[src/rtl/mem_port_arbiter.sv]
// mem_port_arbiter: shares one single-port unified memory between the CPU and a
// DMA/loader requester. It serialises accesses (one in flight at a time), waits
// out the memory read latency and returns one ack pulse per access.
//
// Optional build macro: MEM_ARB_CPU_PRIORITY_EN
//   defined   -> fixed priority, the CPU wins every simultaneous request
//   undefined -> round-robin on simultaneous requests (CPU wins the first tie)
//
// Handshake: a requester raises req with we/addr/wdata stable and holds it until
// its ack pulse. It drops req in the cycle after the ack. Req still high in the
// IDLE cycle that follows DONE counts as a new request. Req changes made by the
// requester that does not own the current access are ignored until IDLE.
module mem_port_arbiter #(
  parameter int unsigned AW      = 32,
  parameter int unsigned DW      = 32,
  parameter int unsigned MEM_LAT = 1
) (
  input  logic          clk,
  input  logic          rst,
  input  logic          cpu_req,
  input  logic          cpu_we,
  input  logic [AW-1:0] cpu_addr,
  input  logic [DW-1:0] cpu_wdata,
  output logic          cpu_ack,
  output logic [DW-1:0] cpu_rdata,
  input  logic          dma_req,
  input  logic          dma_we,
  input  logic [AW-1:0] dma_addr,
  input  logic [DW-1:0] dma_wdata,
  output logic          dma_ack,
  output logic [DW-1:0] dma_rdata,
  output logic          mem_en,
  output logic          mem_we,
  output logic [AW-1:0] mem_addr,
  output logic [DW-1:0] mem_wdata,
  input  logic [DW-1:0] mem_rdata,
  output logic          busy,
  output logic [1:0]    state_dbg
);

  typedef enum logic [1:0] {
    S_IDLE  = 2'd0,
    S_ISSUE = 2'd1,
    S_WAIT  = 2'd2,
    S_DONE  = 2'd3
  } state_t;

  localparam logic       OWN_CPU  = 1'b0;
  localparam logic       OWN_DMA  = 1'b1;
  localparam logic [2:0] LAT_INIT = 3'(MEM_LAT - 1);

  state_t        state_q, state_d;
  logic [2:0]    lat_cnt_q, lat_cnt_d;
  logic          owner_q, owner_d;
  logic          we_q, we_d;
  logic [AW-1:0] addr_q, addr_d;
  logic [DW-1:0] wdata_q, wdata_d;
  logic [DW-1:0] cpu_rdata_q, cpu_rdata_d;
  logic [DW-1:0] dma_rdata_q, dma_rdata_d;
  logic          grant_cpu, grant_dma;

`ifdef MEM_ARB_CPU_PRIORITY_EN
  // Fixed priority: the CPU wins whenever it requests.
  always_comb begin
    grant_cpu = cpu_req;
    grant_dma = dma_req && !cpu_req;
  end
`else
  logic last_gnt_q, last_gnt_d;

  // Round-robin: on a tie the requester that was not granted last time wins.
  always_comb begin
    grant_cpu = 1'b0;
    grant_dma = 1'b0;
    if (cpu_req && dma_req) begin
      grant_cpu = (last_gnt_q == OWN_DMA);
      grant_dma = (last_gnt_q == OWN_CPU);
    end else begin
      grant_cpu = cpu_req;
      grant_dma = dma_req;
    end
    last_gnt_d = last_gnt_q;
    if (state_q == S_IDLE && (grant_cpu || grant_dma)) begin
      last_gnt_d = grant_dma ? OWN_DMA : OWN_CPU;
    end
  end

  // Last-grant register; reset to DMA so the CPU wins the first tie.
  always_ff @(posedge clk or posedge rst) begin
    if (rst) begin
      last_gnt_q <= OWN_DMA;
    end else begin
      last_gnt_q <= last_gnt_d;
    end
  end
`endif

  // Next-state logic: grant and latch in IDLE, strobe in ISSUE, count in WAIT.
  always_comb begin
    state_d     = state_q;
    lat_cnt_d   = lat_cnt_q;
    owner_d     = owner_q;
    we_d        = we_q;
    addr_d      = addr_q;
    wdata_d     = wdata_q;
    cpu_rdata_d = cpu_rdata_q;
    dma_rdata_d = dma_rdata_q;
    case (state_q)
      S_IDLE: begin
        if (grant_cpu || grant_dma) begin
          owner_d = grant_dma ? OWN_DMA : OWN_CPU;
          we_d    = grant_dma ? dma_we    : cpu_we;
          addr_d  = grant_dma ? dma_addr  : cpu_addr;
          wdata_d = grant_dma ? dma_wdata : cpu_wdata;
          state_d = S_ISSUE;
        end
      end
      S_ISSUE: begin
        if (we_q) begin
          state_d = S_DONE;
        end else begin
          state_d   = S_WAIT;
          lat_cnt_d = LAT_INIT;
        end
      end
      S_WAIT: begin
        // Count 0 marks the cycle where mem_rdata is valid (MEM_LAT after ISSUE).
        if (lat_cnt_q == 3'd0) begin
          state_d = S_DONE;
          if (owner_q == OWN_DMA) begin
            dma_rdata_d = mem_rdata;
          end else begin
            cpu_rdata_d = mem_rdata;
          end
        end else begin
          lat_cnt_d = lat_cnt_q - 3'd1;
        end
      end
      S_DONE: begin
        state_d = S_IDLE;
      end
      default: begin
        state_d = S_IDLE;
      end
    endcase
  end

  // State, command latches and read-data holding registers.
  always_ff @(posedge clk or posedge rst) begin
    if (rst) begin
      state_q     <= S_IDLE;
      lat_cnt_q   <= 3'd0;
      owner_q     <= OWN_CPU;
      we_q        <= 1'b0;
      addr_q      <= '0;
      wdata_q     <= '0;
      cpu_rdata_q <= '0;
      dma_rdata_q <= '0;
    end else begin
      state_q     <= state_d;
      lat_cnt_q   <= lat_cnt_d;
      owner_q     <= owner_d;
      we_q        <= we_d;
      addr_q      <= addr_d;
      wdata_q     <= wdata_d;
      cpu_rdata_q <= cpu_rdata_d;
      dma_rdata_q <= dma_rdata_d;
    end
  end

  // Outputs decode straight from state so a reset drops them immediately.
  always_comb begin
    mem_en    = (state_q == S_ISSUE);
    mem_we    = (state_q == S_ISSUE) && we_q;
    mem_addr  = addr_q;
    mem_wdata = wdata_q;
    cpu_ack   = (state_q == S_DONE) && (owner_q == OWN_CPU);
    dma_ack   = (state_q == S_DONE) && (owner_q == OWN_DMA);
    cpu_rdata = cpu_rdata_q;
    dma_rdata = dma_rdata_q;
    busy      = (state_q != S_IDLE);
    state_dbg = state_q;
  end

endmodule

[config.mk]
export PLATFORM = sky130hd
export DESIGN_NAME = mem_port_arbiter
export DESIGN_NICKNAME = d
export VERILOG_FILES = /design/src/rtl/mem_port_arbiter.sv
export SDC_FILE = /design/constraint.sdc
export NUM_CORES = 1
export LEC_CHECK = 0
export ABC_CLOCK_PERIOD_IN_PS = 5950
export BUFFER_PORTS_ARGS = -buffer_cell sky130_fd_sc_hd__buf_2
export CORE_MARGIN = 5
export CORE_UTILIZATION = 46
export CTS_CLUSTER_DIAMETER = 50
export DETAILED_ROUTE_END_ITERATION = 12
export PLACE_DENSITY = 0.81
export RECOVER_POWER = 100
export REMOVE_ABC_BUFFERS = 1
export SLEW_MARGIN = 10
export SYNTH_ARGS = -nofsm -noshare
export SYNTH_HDL_FRONTEND = slang
export SYNTH_SLANG_ARGS = --single-unit
[constraint.sdc]
create_clock -name clk -period 5.95 [get_ports clk]
set_input_delay 1.19 -clock clk [delete_from_list [all_inputs] [get_ports clk]]
set_output_delay 1.19 -clock clk [all_outputs]
set_load 0.02 [all_outputs]
==> flow_summary.toml, run 1 <==
[run_status]
status = "finished with violations"
violations = "max-capacitance violations, max-slew violations"

[route]
dr.pass1.iters = 5
wirelength_mm = 16.7
drtIter0Drc = 276
vias_per_cell = 5.03
drc = 0
num_vias = 5094
drt.antenna.violating_nets = 0
wire_per_inst_um = 16.5

[clock_tree]
htreeDepth = 4
clk_latency_ps = 410
cts_root_buf = "clkbuf_16"
clock-sinks = 136
postCtsHoldBufs = 0
post_cts_buffers = 0
cts_resized = 0
cts_tree = "yes"
clk_path_buf_depth = 2
numCtsBuffers = 17
clkTransAtPathRegs_ps = 60

[cells_and_area]
seqCellArea_um2 = 3400
final_util_pct = 61.4
nets = 1000
multiInputGateArea_um2 = 2150
drive_gt1_share_pct = 29.2
area_growth_pct = 31.1
nFillCells = 1157

[logic_synthesis]
avgSynthCellArea_um2 = 11.0
syn_area_um2 = 5910
yosys_register_bits = 136
synth_top_family_by_area = "multiplexers"
synthMuxAreaShare_pct = 14.5
ys_warn_count = 0
synthArstFlopShare_pct = 100
yosysMostFrequentCell = "dfrtp_1"
synth_fa_ha_area_share_pct = 1.48
ys_seq_area_share_pct = 57.6
ys_top_cells_by_area = "dfrtp_1, a21oi_1, mux2_4, mux2_2, nand2_1"
syn_inst = 537
synthXorXnorAreaFrac_pct = 0
synth_edf_count = 0
synth-main-ff-cell = "dfrtp_1"
synth_commonest_cells = "dfrtp_1, a21oi_1, nand2_1, nor2_1, mux2_2"
synth-simple-area-share_pct = 9.46
synth_area_leader_cell = "dfrtp_1"
synth_top_area_share_pct = 57.2
yosysUniqueCellTypes = 30
synth_compound_area_share_pct = 12.4

[floorplanning]
die-area_um2 = 15200
initial_core_util_pct = 46.8
num_rows = 41
io_pins = 301
chipWidth_um = 123
dieHeight_um = 123
core-area_um2 = 12600

[place]
pre_cts_ws_ps = 3050
place_congestion = 0.811
portBuffers = 300
dp_hpwl_mm = 12.1

[grt]
antenna_found_initial = 2
globalRouteOverflowTotal = 0
first_global_vias = 4824
grt_usage_pct = 20.7
grt_max_degree = 84
grt_pass1_wl_mm = 24.5

[setup_path]
cp.arrival_ps = 4180
critical_path_class = "in2reg"
required_ps = 6280
startpoint_type = "primary input"
endpoint_kind = "flip-flop"
worst-path-max-fanout = 65

[timing]
tightest_slew_ps = 3620
max_freq_mhz = 260
slew_viol_final = 216
fin_crit_ps = 3850
finClkSkew_ps = 12.6
slew_headroom_pct = -142
fin_ws_ps = 2100
finalSetupViolCount = 0
finalSetupTns_ps = 0
hold_viol_final = 0
fin_crit_sh_pct = 64.8
rsz0062_at_grt = "false"

[power_and_ir_drop]
comb_power_share_pct = 43.5
pwr-share-clk_pct = 21.5
switching_share_pct = 42.8
netSwitchingPower_mw = 2.03
peakVddDrop_uv = 245
seqPwrFrac_pct = 35.0
pwr_density_cell_nw_per_um2 = 612
intPower_mw = 2.71
power_mw = 4.74
p_leak_nw = 3.60

[hold_path]
hold_class = "reg2reg"

[run]
cap_violations = 4
## per-stage QoR
step                      cell area, um^2  instances  hold WS [ps]
after floorplan                      5670        502           495
after global placement               7460        980           481
after detailed placement             7460        980           487
after CTS                            8040       1012           501
after global routing                 7750       1013           507
final                                7750       1013           490
## placed cells by master (no fill, tap or decap), types with 7 or more instances in the layout
cell type / count
ha_1: 7
clkbuf_1: 141
mux2_2: 39
clkbuf_16: 17
mux2_1: 25
a21oi_1: 132
inv_1: 7
nor2_1: 67
buf_2: 163
nand2_1: 68
dfrtp_1: 135
## state kept, by name (all words and copies together), names as in the netlist
signal and count:
state_dbg 2, cpu_rdata 32, dma_rdata 32, owner_q 1
mem_wdata 32, last_gnt_q 1, lat_cnt_q 3, we_q 1
mem_addr 32
## kinds of logic (layout without fill, tap and decap cells)
logic type / Yosys count / after routing
muxes: 66 / 66
adders and majority gates: 7 / 7
buffers and inverters: 43 / 346
AOI/OAI and AO/OA: 142 / 142
DFF: 136 / 136
other: 0 / 1
and+or+nand+nor: 143 / 143
## final timing paths
kind	cells past startpoint	end	from	slack, ps
worst max-delay path	5	mem_wdata[26]$_DFFE_PP0P_	cpu_req	2100
worst min-delay path	1	cpu_rdata[21]$_DFFE_PP0P_	cpu_rdata[21]$_DFFE_PP0P_	490
worst max register to register	6	mem_wdata[26]$_DFFE_PP0P_	state_dbg[0]$_DFFE_PP0P_	2240
worst min register to register	1	cpu_rdata[21]$_DFFE_PP0P_	cpu_rdata[21]$_DFFE_PP0P_	490
max in group asynchronous	3	mem_wdata[28]$_DFFE_PP0P_	rst	2260
min in group asynchronous	2	mem_wdata[1]$_DFFE_PP0P_	rst	1820
## critical path, cell delays in order
cell and delay (ps):
clkbuf_1 290, o21a_2 170, clkbuf_1 2150, nor2_1 110, a21oi_1 220
## power groups by stage
| stage | Clock, mW | Combinational [mW] | Sequential (mW) |
|---|---|---|---|
| after floorplan | 0 | 0.978 | 2.20 |
| after CTS | 1.04 | 2.33 | 1.65 |
| final | 1.02 | 2.06 | 1.66 |
| after detailed placement | 0 | 2.33 | 1.65 |
| after global routing | 1.09 | 2.24 | 1.71 |
| after global placement | 0 | 2.28 | 1.64 |
## cell type report
| class | instances | area share [%] |
|---|---|---|
| Antenna cell | 1 | 0.0323 |
| Clock buffer | 19 | 5.59 |
| Inverter | 8 | 0.404 |
| Sequential cell | 136 | 44.0 |
| Clock inverter | 13 | 1.87 |
| Timing Repair Buffer | 306 | 17.7 |
| Tap cell | 172 | 2.78 |
| Multi-Input combinational cell | 358 | 27.7 |
## metal layers
metal  wire length [um]  up-vias  GRT usage, %  share of wire, %
li1                   -     2404             -                 -
met1               6570     2422          25.6                39
met2               8110      244          34.3                49
met3               1700       22          7.04                10
met4                271        2          6.57               1.6
met5                 13        -             0             0.078
Power figures use the tool's default switching activity.
==> inputs of run 2 (changes only) <==
--- a/config.mk
+++ b/config.mk
@@ -5,7 +5,7 @@
 export SDC_FILE = /design/constraint.sdc
 export NUM_CORES = 1
 export LEC_CHECK = 0
-export ABC_CLOCK_PERIOD_IN_PS = 5950
+export ABC_CLOCK_PERIOD_IN_PS = 3600
 export BUFFER_PORTS_ARGS = -buffer_cell sky130_fd_sc_hd__buf_2
 export CORE_MARGIN = 5
 export CORE_UTILIZATION = 46
==> constraint.sdc (replaced) <==
create_clock -name clk -period 3.6 [get_ports clk]
set_input_delay 0.72 -clock clk [delete_from_list [all_inputs] [get_ports clk]]
set_output_delay 0.72 -clock clk [all_outputs]
set_load 0.02 [all_outputs]
==> run 2 against run 1 <==
  * The run still ends with max-capacitance violations, max-slew violations left
  * Combinational power is 67% higher
  * Critical path depth is 1 higher
  * Die area stayed put
  * Count of clock-buffer cells in the layout is 1 lower
  * Clock skew is 3.6 ps lower
  * Register-to-register slack worse by 1500 ps
  * Cell area is 0.29% higher
  * First-iteration DRC count is 32% higher
  * Flip-flop and latch count stayed put
  * Routed wire length is 3.9% higher
  * Highest routed layer unchanged
  * Non-clock buffer count is 3 higher
==> flow_summary.toml, run 2 (synthesized netlist as in run 1, its figures left out) <==
[run_status]
status = "finished with violations"
violations = "max-capacitance violations, max-slew violations"

[setup_path]
worstReg2RegStart = "lat_cnt_q[0]$_DFFE_PP0P_"
cp.arrival_ps = 3090
critical_path_class = "reg2reg"
worst-path-max-fanout = 32
critPathMaxStageDelay_ps = 1350
cpMaxStageDelayCell = "clkbuf_1"
reg2reg_slack_ps = 780
cpMostUsedCell = "ha_1"
required_ps = 3880
reg2reg_depth = 6
endpoint_kind = "flip-flop"
startpoint_type = "flip-flop"
rr_endpoint = "dma_rdata[1]$_DFFE_PP0P_"
crit_chain = "inv_1 -> ha_1 -> ha_1 -> nand3_1 -> clkbuf_1 -> mux2_2"

[place]
portBuffers = 300
place_congestion = 0.810
dpl_cell_area_um2 = 7520
dp_hpwl_mm = 12.6

[timing]
slew_viol_final = 134
hold_slack_ps = 492
fin_crit_sh_pct = 78.2
tightest_slew_ps = 2100
max_freq_mhz = 355
hold_viol_final = 0
finClkSkew_ps = 8.98
rsz0062_at_grt = "false"
fin_crit_ps = 2820
slew_headroom_pct = -39.8
finalSetupViolCount = 0

[grt]
grt_pass1_wl_mm = 26.2
globalRouteOverflowTotal = 0
first_global_vias = 5159
grt_usage_pct = 21.9
grt_max_degree = 101
antenna_found_initial = 3

[power_and_ir_drop]
intPower_mw = 4.42
pwr-share-clk_pct = 20.6
peakVddDrop_uv = 414
switching_share_pct = 43.3
p_leak_nw = 3.63
netSwitchingPower_mw = 3.38
pwr_density_cell_nw_per_um2 = 1000
seqPwrFrac_pct = 35.4
comb_power_share_pct = 44.0

[clock_tree]
cts_tree = "yes"
clk_latency_ps = 400
cts_root_buf = "clkbuf_16"
post_cts_buffers = 0
postCtsHoldBufs = 0
clk_path_buf_depth = 2
htreeDepth = 4
clkTransAtPathRegs_ps = 60
cts_resized = 0
numCtsBuffers = 17
clock-sinks = 136

[route]
vias_per_cell = 5.07
drc = 0
wire_per_inst_um = 17.1
drtIter0Drc = 365
num_vias = 5149
dr.pass1.iters = 6
drt.antenna.violating_nets = 0
wirelength_mm = 17.3

[cells_and_area]
final_util_pct = 61.6
final_area_um2 = 7770
drive_gt1_share_pct = 28.8
nFillCells = 1147
final_common_cell = "buf_2"
layout_common_cells = "buf_2, clkbuf_1, dfrtp_1, a21oi_1, nand2_1"
nets = 1003
area_growth_pct = 31.4

[floorplanning]
die-area_um2 = 15200
chipWidth_um = 123
core-area_um2 = 12600
num_rows = 41
initial_core_util_pct = 46.8
io_pins = 301
dieHeight_um = 123

[hold_path]
hold_class = "reg2reg"
worstHoldPathCells = 1
min_to = "cpu_rdata[25]$_DFFE_PP0P_"
hold_start = "cpu_rdata[25]$_DFFE_PP0P_"

[run]
cap_violations = 2
-- run 2: changes by cell type in the layout (fill, tap and decap cells not counted), moves of 2 or more --
| cell | delta |
|---|---|
| clkinv_2 | +4 |
| mux2_2 | -4 |
| buf_12 | +3 |
| buf_4 | -3 |
| mux2_1 | +3 |
| clkinvlp_4 | -2 |
-- run 2: metal layers --
layer / up-vias / wire [um] / track usage, %
li1: 2406 / - / -
met1: 2469 / 6910 / 26.9
met2: 245 / 8420 / 37.0
met3: 27 / 1720 / 6.86
met4: 2 / 253 / 6.64
met5: - / 13 / 0
-- run 2: worst max-delay path by stage --
stage	from	to	slack, ps	depth (start not counted)
floorplan	rst	cpu_rdata[0]$_DFFE_PP0P_	-760	1
global placement	dma_req	mem_wdata[18]$_DFFE_PP0P_	1350	5
detailed placement	dma_req	mem_addr[2]$_DFFE_PP0P_	1310	5
CTS	state_dbg[0]$_DFFE_PP0P_	busy	1260	4
global route	rst	mem_addr[27]$_DFFE_PP0P_	610	3
finish	lat_cnt_q[0]$_DFFE_PP0P_	dma_rdata[1]$_DFFE_PP0P_	780	6
-- run 2: metrics by stage --
stage          power [mW]  setup TNS (ps)  cells  setup slack [ps]
2_1_floorplan        5.25         -102300    502              -758
3_3_place_gp         6.50               0    983              1350
3_5_place_dp         6.62               0    983              1310
4_1_cts              8.26               0   1013              1260
5_1_grt              8.30               0   1015               613
6_report             7.81               0   1015               783
-- run 2: worst max-delay path: cells and delay by family, from the launching register on --
kind	cells	cell delay (ps)
buf+inv	2	1410
mux	1	460
fa+ha+maj	2	410
flops	1	320
simple gates	1	80
-- run 2: power by group through the flow --
stage / combinational, mW / sequential (mW) / clock (mW)
3_3_place_gp: 3.78 / 2.73 / 0
6_report: 3.44 / 2.76 / 1.60
2_1_floorplan: 1.62 / 3.63 / 0
5_1_grt: 3.75 / 2.85 / 1.69
3_5_place_dp: 3.88 / 2.74 / 0
4_1_cts: 3.88 / 2.74 / 1.64
-- run 2: cell type report --
cell class | instances | area (um^2) | area share (%)
timing repair buffer | 309 | 1420 | 18.3
tap | 172 | 215 | 2.77
sequential | 136 | 3400 | 43.8
clock buffer | 18 | 439 | 5.65
multi-input combinational | 358 | 2150 | 27.7
inverter | 8 | 33.8 | 0.435
clock inverter | 12 | 104 | 1.34
antenna | 2 | 5.00 | 0.0644
==> inputs of run 3 (changes only) <==
--- a/config.mk
+++ b/config.mk
@@ -5,7 +5,7 @@
 export SDC_FILE = /design/constraint.sdc
 export NUM_CORES = 1
 export LEC_CHECK = 0
-export ABC_CLOCK_PERIOD_IN_PS = 3600
+export ABC_CLOCK_PERIOD_IN_PS = 2800
 export BUFFER_PORTS_ARGS = -buffer_cell sky130_fd_sc_hd__buf_2
 export CORE_MARGIN = 5
 export CORE_UTILIZATION = 46
==> constraint.sdc (replaced) <==
create_clock -name clk -period 2.8 [get_ports clk]
set_input_delay 0.56 -clock clk [delete_from_list [all_inputs] [get_ports clk]]
set_output_delay 0.56 -clock clk [all_outputs]
set_load 0.02 [all_outputs]
==> run 3 against run 2 <==
  * The run still ends with max-capacitance violations, max-slew violations left
  * Worst setup slack worse by 140 ps
  * Total power up 31%
  * Hold slack worse by 120 ps
  * Combinational power up 28%
  * Routed wire length up 0.90%
  * Largest cell class unchanged
  * Clock skew down 1.4 ps
  * Die area unchanged
  * Clock power up 41%
  * First-iteration DRC count up 0.55%
  * Register-to-register slack worse by 60 ps
  * Critical path depth down 2
==> flow_summary.toml, run 3 (synthesized netlist as in run 1, its figures left out) <==
[run_status]
status = "finished with violations"
violations = "max-capacitance violations, max-slew violations"

[floorplanning]
dieHeight_um = 123
core-area_um2 = 12600
die-area_um2 = 15200
initial_core_util_pct = 46.8
io_pins = 301
num_rows = 41
chipWidth_um = 123

[cells_and_area]
nets = 1005
layout.cells.non_filler = 1018
nFillCells = 1139
final_util_pct = 62.0
final_area_um2 = 7820
drive_gt1_share_pct = 29.5
area_growth_pct = 32.3
seqCellArea_um2 = 3400
layout_common_cells = "buf_2, clkbuf_1, dfrtp_1, a21oi_1, nand2_1"
multiInputGateArea_um2 = 2140
final_common_cell = "buf_2"

[clock_tree]
cts_resized = 0
clkTransAtPathRegs_ps = 60
numCtsBuffers = 17
clk_path_buf_depth = 2
htreeDepth = 4
cts_tree = "yes"
clock-sinks = 136
clk_latency_ps = 420
cts_root_buf = "clkbuf_16"
postCtsHoldBufs = 0
post_cts_buffers = 0

[route]
num_vias = 5099
vias_per_cell = 5.01
drtIter0Drc = 367
wirelength_mm = 17.5
dr.pass1.iters = 4
drc = 0
wire_per_inst_um = 17.2
drt.antenna.violating_nets = 0

[power_and_ir_drop]
peakVddDrop_uv = 786
pwr_density_cell_nw_per_um2 = 1300
p_leak_nw = 3.66
power_mw = 10.2

[place]
pre_cts_ws_ps = 1020
dp_hpwl_mm = 12.3
post-place-cells = 985
place_congestion = 0.795
portBuffers = 300
dpl_cell_area_um2 = 7530

[setup_path]
critPathMaxStageDelay_ps = 430
cpMaxStageDelayCell = "dfrtp_1"
critical_path_class = "reg2out"
cpMostUsedCell = "inv_1"
cp.arrival_ps = 1600
crit_chain = "inv_1 -> ha_1 -> inv_1 -> clkbuf_1"
required_ps = 2240
endpoint_kind = "output pin"
startpoint_type = "flip-flop"
worst-path-max-fanout = 7

[grt]
globalRouteOverflowTotal = 0
grt_max_degree = 67
first_global_vias = 5086
grt_usage_pct = 22.2
antenna_found_initial = 2
grt_pass1_wl_mm = 26.3

[timing]
fin_crit_sh_pct = 77.1
max_freq_mhz = 463
rsz0062_at_grt = "false"
hold_viol_final = 0
fin_crit_ps = 2160
slew_headroom_pct = -32.0
finalSetupViolCount = 0
finalSetupTns_ps = 0
hold_slack_ps = 373
tightest_slew_ps = 1970
fin_ws_ps = 642
slew_viol_final = 44
finClkSkew_ps = 7.62

[run]
cap_violations = 1

[hold_path]
hold_class = "in2reg"
==> run 3: cell count changes in the layout (fill, tap and decap cells not counted), moves of 3 or more <==
| cell | previous run | this run |
|---|---|---|
| clkinv_4 | 1 | 4 |
| inv_8 | 0 | 3 |
| clkinv_2 | 5 | 1 |
| mux2_1 | 28 | 31 |
| buf_4 | 1 | 5 |
| clkbuf_1 | 140 | 136 |
==> run 3: path summary, 6_finish.rpt <==
| path | cells after the start | startpoint | slack, ps | to |
|---|---|---|---|---|
| min in group asynchronous | 2 | rst | 640 | mem_addr[22]$_DFFE_PP0P_ |
| max in group asynchronous | 3 | rst | 970 | cpu_rdata[31]$_DFFE_PP0P_ |
| hold / removal | 3 | cpu_addr[21] | 370 | mem_addr[21]$_DFFE_PP0P_ |
| hold reg to reg | 1 | cpu_rdata[16]$_DFFE_PP0P_ | 500 | cpu_rdata[16]$_DFFE_PP0P_ |
| setup reg to reg | 7 | lat_cnt_q[0]$_DFFE_PP0P_ | 720 | cpu_rdata[13]$_DFFE_PP0P_ |
| setup / recovery | 4 | state_dbg[1]$_DFFE_PP0P_ | 640 | busy |
==> run 3: area by class of cell <==
type | instances | share of cell area, %
sequential | 136 | 43.5
multi-input combinational | 358 | 27.4
timing repair buffer | 311 | 18.3
clock buffer | 18 | 5.49
tap | 172 | 2.75
clock inverter | 14 | 2.13
inverter | 8 | 0.400
antenna | 1 | 0.0320
==> run 3: power by group <==
group          internal [mW]  switching (mW)
Combinational           1.45            2.95
Clock                   1.34           0.908
Sequential              2.97           0.583
Total                   5.75            4.44
==> run 3: critical path: cells and delay by family, from the launching register on <==
family	cells	cell delay, ps
adder cells (fa/ha/maj)	1	300
buffers and inverters	3	460
flip-flops	1	430
==> run 3: per-layer routing <==
layer  routed length [um]  global-route usage [%]
met5                   13                       0
met4                  244                    6.85
met3                 1600                    7.64
met2                 8480                    36.8
met1                 7130                    27.5
